[src/rtl/nanorv32_lsu.sv]
// rtl/nanorv32_lsu.sv - nanorv32 load/store unit between execute stage and data memory
// One outstanding access; misaligned requests and memory timeouts are reported as pulses.

module nanorv32_lsu #(
  parameter int unsigned TIMEOUT_CYCLES = 16
) (
  input  logic        clk,
  input  logic        rst_n,
  input  logic        exe_req_valid,
  input  logic        exe_req_write,
  input  logic [1:0]  exe_req_size,
  input  logic        exe_req_unsigned,
  input  logic [31:0] exe_req_addr,
  input  logic [31:0] exe_req_wdata,
  input  logic [4:0]  exe_req_rd,
  output logic        lsu_stall,
  output logic        lsu_wb_valid,
  output logic [4:0]  lsu_wb_rd,
  output logic [31:0] lsu_wb_data,
  output logic        lsu_misaligned,
  output logic        lsu_timeout,
  output logic [31:0] cpu_datamem_addr,
  output logic [31:0] cpu_datamem_wdata,
  output logic [3:0]  cpu_datamem_bytesel,
  output logic        cpu_datamem_write,
  output logic        cpu_datamem_req,
  input  logic [31:0] datamem_cpu_rdata,
  input  logic        datamem_cpu_ack
);

  typedef enum logic {ST_IDLE, ST_WAIT} state_t;

  localparam logic [15:0] TMO_LAST = 16'(TIMEOUT_CYCLES - 1);

  state_t      state_q, state_d;
  logic        done_q, done_d;
  logic [15:0] cnt_q, cnt_d;
  logic        req_q, req_d;
  logic [31:0] addr_q, addr_d;
  logic [31:0] wdata_q, wdata_d;
  logic [3:0]  bytesel_q, bytesel_d;
  logic        write_q, write_d;
  logic [1:0]  size_q, size_d;
  logic        unsigned_q, unsigned_d;
  logic [4:0]  rd_q, rd_d;
  logic [1:0]  off_q, off_d;
  logic        wb_valid_q, wb_valid_d;
  logic [4:0]  wb_rd_q, wb_rd_d;
  logic [31:0] wb_data_q, wb_data_d;
  logic        misaligned_q, misaligned_d;
  logic        timeout_q, timeout_d;

  logic        req_aligned;
  logic [31:0] req_wdata;
  logic [3:0]  req_bytesel;
  logic [7:0]  load_byte;
  logic [15:0] load_half;
  logic [31:0] load_ext;
  logic        tmo_hit;

  always_comb begin
    req_aligned = 1'b0;
    req_wdata   = exe_req_wdata;
    req_bytesel = 4'b1111;
    case (exe_req_size)
      2'b00: begin
        req_aligned = 1'b1;
        req_wdata   = {4{exe_req_wdata[7:0]}};
        case (exe_req_addr[1:0])
          2'd0:    req_bytesel = 4'b0001;
          2'd1:    req_bytesel = 4'b0010;
          2'd2:    req_bytesel = 4'b0100;
          default: req_bytesel = 4'b1000;
        endcase
      end
      2'b01: begin
        req_aligned = ~exe_req_addr[0];
        req_wdata   = {2{exe_req_wdata[15:0]}};
        req_bytesel = exe_req_addr[1] ? 4'b1100 : 4'b0011;
      end
      2'b10: begin
        req_aligned = (exe_req_addr[1:0] == 2'b00);
      end
      default: begin
        req_aligned = 1'b0;
      end
    endcase
  end

  // Lane select and extension use the offset captured at accept, not the live address.
  always_comb begin
    load_byte = datamem_cpu_rdata[7:0];
    case (off_q)
      2'd0:    load_byte = datamem_cpu_rdata[7:0];
      2'd1:    load_byte = datamem_cpu_rdata[15:8];
      2'd2:    load_byte = datamem_cpu_rdata[23:16];
      default: load_byte = datamem_cpu_rdata[31:24];
    endcase
    load_half = off_q[1] ? datamem_cpu_rdata[31:16] : datamem_cpu_rdata[15:0];
    case (size_q)
      2'b00:   load_ext = {{24{load_byte[7] & ~unsigned_q}}, load_byte};
      2'b01:   load_ext = {{16{load_half[15] & ~unsigned_q}}, load_half};
      default: load_ext = datamem_cpu_rdata;
    endcase
  end

  assign tmo_hit = (TIMEOUT_CYCLES != 0) && (cnt_q == TMO_LAST);

  always_comb begin
    state_d      = state_q;
    done_d       = 1'b0;
    cnt_d        = cnt_q;
    req_d        = req_q;
    addr_d       = addr_q;
    wdata_d      = wdata_q;
    bytesel_d    = bytesel_q;
    write_d      = write_q;
    size_d       = size_q;
    unsigned_d   = unsigned_q;
    rd_d         = rd_q;
    off_d        = off_q;
    wb_valid_d   = 1'b0;
    wb_rd_d      = wb_rd_q;
    wb_data_d    = wb_data_q;
    misaligned_d = 1'b0;
    timeout_d    = 1'b0;
    case (state_q)
      ST_IDLE: begin
        // done_q marks the retiring request still on the execute port; ignore it once.
        if (exe_req_valid && !done_q) begin
          if (req_aligned) begin
            state_d    = ST_WAIT;
            req_d      = 1'b1;
            cnt_d      = 16'd0;
            addr_d     = {exe_req_addr[31:2], 2'b00};
            wdata_d    = req_wdata;
            bytesel_d  = req_bytesel;
            write_d    = exe_req_write;
            size_d     = exe_req_size;
            unsigned_d = exe_req_unsigned;
            rd_d       = exe_req_rd;
            off_d      = exe_req_addr[1:0];
          end else begin
            misaligned_d = 1'b1;
          end
        end
      end
      ST_WAIT: begin
        if (datamem_cpu_ack) begin
          state_d = ST_IDLE;
          req_d   = 1'b0;
          done_d  = 1'b1;
          if (!write_q) begin
            wb_valid_d = 1'b1;
            wb_rd_d    = rd_q;
            wb_data_d  = load_ext;
          end
        end else if (tmo_hit) begin
          state_d   = ST_IDLE;
          req_d     = 1'b0;
          done_d    = 1'b1;
          timeout_d = 1'b1;
        end else begin
          cnt_d = cnt_q + 16'd1;
        end
      end
      default: begin
        state_d = ST_IDLE;
        req_d   = 1'b0;
      end
    endcase
  end

  always_ff @(posedge clk or negedge rst_n) begin
    if (!rst_n) begin
      state_q      <= ST_IDLE;
      done_q       <= 1'b0;
      cnt_q        <= 16'd0;
      req_q        <= 1'b0;
      addr_q       <= 32'd0;
      wdata_q      <= 32'd0;
      bytesel_q    <= 4'd0;
      write_q      <= 1'b0;
      size_q       <= 2'd0;
      unsigned_q   <= 1'b0;
      rd_q         <= 5'd0;
      off_q        <= 2'd0;
      wb_valid_q   <= 1'b0;
      wb_rd_q      <= 5'd0;
      wb_data_q    <= 32'd0;
      misaligned_q <= 1'b0;
      timeout_q    <= 1'b0;
    end else begin
      state_q      <= state_d;
      done_q       <= done_d;
      cnt_q        <= cnt_d;
      req_q        <= req_d;
      addr_q       <= addr_d;
      wdata_q      <= wdata_d;
      bytesel_q    <= bytesel_d;
      write_q      <= write_d;
      size_q       <= size_d;
      unsigned_q   <= unsigned_d;
      rd_q         <= rd_d;
      off_q        <= off_d;
      wb_valid_q   <= wb_valid_d;
      wb_rd_q      <= wb_rd_d;
      wb_data_q    <= wb_data_d;
      misaligned_q <= misaligned_d;
      timeout_q    <= timeout_d;
    end
  end

  // Gated by rst_n so the stall also drops the instant reset is applied.
  assign lsu_stall = rst_n & (((state_q == ST_IDLE) & exe_req_valid & req_aligned & ~done_q)
                              | (state_q == ST_WAIT));

  assign lsu_wb_valid        = wb_valid_q;
  assign lsu_wb_rd           = wb_rd_q;
  assign lsu_wb_data         = wb_data_q;
  assign lsu_misaligned      = misaligned_q;
  assign lsu_timeout         = timeout_q;
  assign cpu_datamem_addr    = addr_q;
  assign cpu_datamem_wdata   = wdata_q;
  assign cpu_datamem_bytesel = bytesel_q;
  assign cpu_datamem_write   = write_q;
  assign cpu_datamem_req     = req_q;

endmodule

[config.mk]
export PLATFORM = sky130hd
export DESIGN_NAME = nanorv32_lsu
export DESIGN_NICKNAME = d
export VERILOG_FILES = /design/src/rtl/nanorv32_lsu.sv
export SDC_FILE = /design/constraint.sdc
export NUM_CORES = 1
export LEC_CHECK = 0
export ABC_AREA = 1
export BUFFER_PORTS_ARGS = -buffer_cell sky130_fd_sc_hd__buf_4
export CORE_MARGIN = 3
export CORE_UTILIZATION = 45
export CTS_BUF_LIST = sky130_fd_sc_hd__clkbuf_16
export DETAILED_ROUTE_END_ITERATION = 10
export HOLD_SLACK_MARGIN = 0.1
export PLACE_DENSITY = 0.7
export SLEW_MARGIN = 10
export SYNTH_ARGS = -nofsm -noshare
export SYNTH_HDL_FRONTEND = slang
export SYNTH_SLANG_ARGS = --single-unit
[constraint.sdc]
create_clock -name clk -period 1.7 [get_ports clk]
set_input_delay 0 -clock clk [delete_from_list [all_inputs] [get_ports clk]]
set_output_delay 0 -clock clk [all_outputs]
set_load 0.01 [all_outputs]
After elaboration in Yosys (flattened, before gate mapping)
Cells that the tools add are included.

$add $sub $neg: 1. Equality and inequality tests: 13. Muxes and demuxes: 34. Bitwise operators: 12. Reductions and logical operators: 10.

Operators by type and width (count): case mux 32 bit (2 select lines) (2); two-way mux 16 bit (5); case mux 16 bit (2 select lines) (1); case mux 8 bit (3 select lines) (1); two-way mux 1 bit (19); adder 16 x 1 -> 16 bit (second input constant) (1); equality test 16 x 4 -> 1 bit (second input constant) (1); case mux 4 bit (3 select lines) (1); AND reduction 3 bit (3); equality test 2 x 1 -> 1 bit (second input constant) (4); logical NOT 2 bit (4); != test 2 bit (second input constant) (4); case mux 4 bit (2 select lines) (1); bitwise AND 1 bit (6); equality test 2 bit (second input constant) (3); inverter 1 bit (5); two-way mux 4 bit (1); case mux 1 bit (2 select lines) (2); AND reduction 4 bit (1); != test 3 x 2 -> 1 bit (second input constant) (1); case mux 1 bit (3 select lines) (1); logical AND 1 bit (1); logical NOT 1 bit (1); bitwise OR 1 bit (1).

Bits in registers: 136. Output and inout bits: 111.

Logic depth before layout (Yosys ltp)
Word-level depth: 6. Gate-level depth with buffers: 9. Gate-level depth less buffers: 8.

Least setup slack after synthesis
OpenSTA, ideal clock, no wires.

Path type: register to register. From: reg cnt_q[0]. To: reg cnt_q[9]. Arrival: 1360 ps. Data required time: 1574 ps. Setup slack: 214 ps. Stages on the path, launching flop included: 8. Clock period less this slack: 1486 ps. Path through: dfrtp_1 > ha_1 > nand3_2 > nor2_1 > nand2_1 > a21oi_4 > buf_6 > o21ai_0.

Word-level cells in the longest chain between the ends: 4. Elaborated cells between the ends (all ways): 7. Those cells by class: add/sub: 1; eq/ne: 2; mux: 3; reduce/logical: 1.

RTL lines: from (decl) (RTL line 37) `logic [15:0] cnt_q, cnt_d;`; from (signal assigned) (RTL line 196) `cnt_q <= cnt_d;`; adder 16 x 1 -> 16 bit (RTL line 164) `cnt_d = cnt_q + 16'd1;`; two-way mux 16 bit (RTL line 158) `end else if (tmo_hit) begin`; two-way mux 16 bit (RTL line 149) `if (datamem_cpu_ack) begin`; case mux 16 bit (2 select lines) (RTL line 127) `case (state_q)`.

Several ways; a longest one is shown, not always the timed one. The select of a mux whose other input is x is not followed. A chain may end at the register's enable or synchronous reset.

Final worst setup path
From: in rst_n. To: out lsu_stall.

Word-level cells in the longest chain between the ends: 1.

RTL lines: from (decl) (RTL line 8) `input logic rst_n,`; bitwise AND 1 bit (RTL line 215) `assign lsu_stall = rst_n & (((state_q == ST_IDLE) & exe_req_valid & req_aligned & ~done_q)`; to (decl) (RTL line 16) `output logic lsu_stall,`.

Every way passes these cells.

==> results.cfg <==
[status]
status = finished, final reports clean

[synth]
netlist_area_sq_um = 6500
synth_async_sr_flop_share_pct = 100
synth.distinct_cells = 35
synth_cells = 820
synth_seq_cells = 136
synth_enable_flop_cells = 0
synth-warning-count = 0
syn-mean-instance-area_sq_um = 7.93
synth-seq-area-share_pct = 52.3
yosys_most_used_dff = sky130_fd_sc_hd__dfrtp_1

[power]
sequential_power_share_pct = 36.6
cell_internal_pwr_mw = 8.93
power_mw = 13.3
power_leakage_nw = 5.19
power.switching_fraction_pct = 32.8
p_comb_share_pct = 34.7
power_per_cell_area_nw_per_um2 = 1290
vdd_ir_drop_max_mv = 0.682
net-switching-power_mw = 4.37
clk_pwr_share_pct = 28.8

[sta]
min_hold_slack_ps = 144
final-max-slew-violation-count = 0
period_needed_ps = 1610
final.setup_skew_ps = 5.95
grt_setup_unrepaired = false
max_freq_mhz = 621
period_share_pct = 94.8
setup_tns_ps = 0
final-setup-viol-count = 0
final-hold-violation-count = 0

[route]
vias_per_cell = 5.09
route.final.wire_length_mm = 22.0
ant_nets = 0
detailedRoute.firstPassIterationCount = 6
detail_route.drc_violations = 0
final_routed_wire_length_divided_by_cell_count_um = 16.1
drtIter0Drc = 432
vias = 6946

[critical_path]
endpoint_kind = output port
slowest_stage = sky130_fd_sc_hd__dlygate4sd3_1
critPathLaunchType = input port
timing.critical_path.cells = dlygate4sd3_1 -> dlygate4sd3_1 -> buf_6 -> o21a_1 -> buf_4
critical_path.max_fanout = 19
worst_ep_required_time_ps = 1700
crit_path_largest_cell_delay_ps = 570
timing.setup.critical_path_class = input port to output port
worst_path_arrival_ps = 1610
crit_path_frequent_cell = sky130_fd_sc_hd__dlygate4sd3_1

[layout]
final_layout_size_suffix_gt1_share_pct = 25.2
layout.nets = 1281
num-fill-cells = 1082
area.growth.synth_to_final_pct = 58.1
stdcell_count = 1364
antenna_cells = 0

[clocking]
cts-buffers-inserted = 17
cts_max_path_buffers = 2
cts.sinks = 136
cts.reportedPaths.clkPinSlew_ps = 60
clockRootBuffer = sky130_fd_sc_hd__clkbuf_16
clock_latency_ps = 420
htree_num_levels = 4
cts_tree = yes

[global_route]
grt_use_total_pct = 27.8
grt_start_max_net_pins = 63
first_global_vias = 7142
antenna_found_initial = 0
grt_pass1_wl_mm = 35.5
gr-total-overflow = 0

[place]
port_buffers = 217
globalplace.congestion = 0.915
place_hpwl_mm = 14.0
number_of_placed_instances_taps_included = 1210

[floorplanning]
io-pin-count = 220
start_util_pct = 46.5
die_area_sq_um = 15900
floorplan.rows = 43
die_w_um = 126
die_h_um = 126
core_region_area_sq_um = 14000

[run]
maxCapViolCount = 0

[worst_hold_path]
timing.hold.worst.class = input port to flop
through the flow:
| stage | instance area (sq um) | worst slack [ps] | utilization (%) |
|---|---|---|---|
| 2_1_floorplan | 6510 | 214 | - |
| 3_3_place_gp | 8440 | 212 | 60.4 |
| 3_5_place_dp | 8440 | 188 | 60.4 |
| 4_1_cts | 10300 | 8.65 | 73.5 |
| 5_1_grt | 10300 | 9.81 | 73.5 |
| 6_report | 10300 | 88.6 | 73.5 |
kinds of logic after synthesis:
family          Yosys count  synth area share, %
compound gates          160                 13.7
other cells               1               0.0576
buf+inv                  98                 7.06
simple gates            419                 26.0
fa+ha+maj                 1                0.192
xor+xnor                  5                0.673
flops                   136                 52.3
final timing paths:
kind / from / depth (start not counted) / end / slack [ps]
hold reg to reg: cpu_datamem_addr[24] / 2 / cpu_datamem_addr[24] / 470
setup reg to reg: size_q[0] / 6 / lsu_wb_data[0] / 140
hold / removal: exe_req_size[0] / 5 / cpu_datamem_wdata[13] / 140
min in group asynchronous: rst_n / 3 / cpu_datamem_wdata[18] / 550
setup / recovery: rst_n / 5 / lsu_stall / 90
max in group asynchronous: rst_n / 4 / cpu_datamem_addr[24] / 560
power groups by stage:
stage          Sequential (mW)  Clock, mW  Combinational, mW
2_1_floorplan             5.23          0               1.58
3_3_place_gp              4.87          0               4.26
3_5_place_dp              4.87          0               4.32
4_1_cts                   4.84       3.86               4.56
5_1_grt                   4.97       4.03               5.08
6_report                  4.87       3.83               4.61
placed cells by master (no fill, tap or decap), types with 3 or more instances in the layout:
cell type / instances
sky130_fd_sc_hd__a31oi_1: 3
sky130_fd_sc_hd__o21ai_0: 76
sky130_fd_sc_hd__a21oi_1: 30
sky130_fd_sc_hd__buf_4: 242
sky130_fd_sc_hd__dlygate4sd3_1: 120
sky130_fd_sc_hd__dfrtp_1: 136
sky130_fd_sc_hd__xor2_1: 5
sky130_fd_sc_hd__clkinv_1: 3
sky130_fd_sc_hd__bufinv_16: 4
sky130_fd_sc_hd__nand2_1: 287
sky130_fd_sc_hd__inv_2: 4
sky130_fd_sc_hd__o21ai_1: 19
sky130_fd_sc_hd__o211ai_1: 9
sky130_fd_sc_hd__nand4_1: 6
sky130_fd_sc_hd__clkbuf_16: 17
sky130_fd_sc_hd__clkinv_2: 4
sky130_fd_sc_hd__or2_2: 6
sky130_fd_sc_hd__buf_12: 7
sky130_fd_sc_hd__inv_1: 55
sky130_fd_sc_hd__nor2_1: 75
sky130_fd_sc_hd__nand3_1: 33
sky130_fd_sc_hd__o21bai_1: 19
sky130_fd_sc_hd__clkinv_4: 3
synth_stat cells (3+ instances only):
master | instances | area [sq um]
sky130_fd_sc_hd__a21oi_1 | 30 | 150
sky130_fd_sc_hd__a31oi_1 | 3 | 18.8
sky130_fd_sc_hd__buf_2 | 13 | 65.1
sky130_fd_sc_hd__buf_6 | 9 | 101
sky130_fd_sc_hd__clkbuf_1 | 15 | 56.3
sky130_fd_sc_hd__dfrtp_1 | 136 | 3400
sky130_fd_sc_hd__inv_1 | 54 | 203
sky130_fd_sc_hd__inv_2 | 4 | 15.0
sky130_fd_sc_hd__nand2_1 | 287 | 1080
sky130_fd_sc_hd__nand3_1 | 33 | 165
sky130_fd_sc_hd__nand4_1 | 6 | 37.5
sky130_fd_sc_hd__nor2_1 | 77 | 289
sky130_fd_sc_hd__o211ai_1 | 9 | 67.6
sky130_fd_sc_hd__o21ai_0 | 76 | 380
sky130_fd_sc_hd__o21ai_1 | 19 | 95.1
sky130_fd_sc_hd__o21bai_1 | 19 | 143
sky130_fd_sc_hd__or2_2 | 6 | 37.5
sky130_fd_sc_hd__xor2_1 | 5 | 43.8
flip-flops by register name, summed over array words and instances (netlist names):
| name | flops |
|---|---|
| cnt_q | 16 |
| cpu_datamem_addr | 30 |
| cpu_datamem_bytesel | 4 |
| cpu_datamem_req | 1 |
| cpu_datamem_wdata | 32 |
| cpu_datamem_write | 1 |
| done_q | 1 |
| lsu_misaligned | 1 |
| lsu_timeout | 1 |
| lsu_wb_data | 32 |
| lsu_wb_rd | 5 |
| lsu_wb_valid | 1 |
| off_q | 2 |
| rd_q | 5 |
| size_q | 2 |
| state_q | 1 |
| unsigned_q | 1 |
critical path, delay by kind of cell:
family                 cells  cell delay [ps]
AO/OA/AOI/OAI              1              160
buffers and inverters      4             1440
cell type report:
type / instances / area [sq um] / area share, %
multi-input cells: 587 / 2660 / 25.8
flip-flops and latches: 136 / 3400 / 33.1
inverters: 59 / 221 / 2.15
well taps: 180 / 225 / 2.19
clock inverters: 15 / 185 / 1.80
repair buffers: 370 / 3170 / 30.8
clock buffers: 17 / 425 / 4.14
layer usage:
metal	GRT usage, %	vias to the layer above	share of wire, %
li1	-	3332	-
met3	6.23	58	6.7
met1	33.8	3255	41
met5	0	-	0
met2	47.8	301	49
met4	11.5	0	3.2
repair_timing:
action	4_1_cts	5_1_grt
gates resized for setup	0	1
endpoints found under the setup margin	0	2
endpoints found under the hold margin	251	0
hold buffers	121	0
setup buffers	0	1
Power figures use the tool's default switching activity.
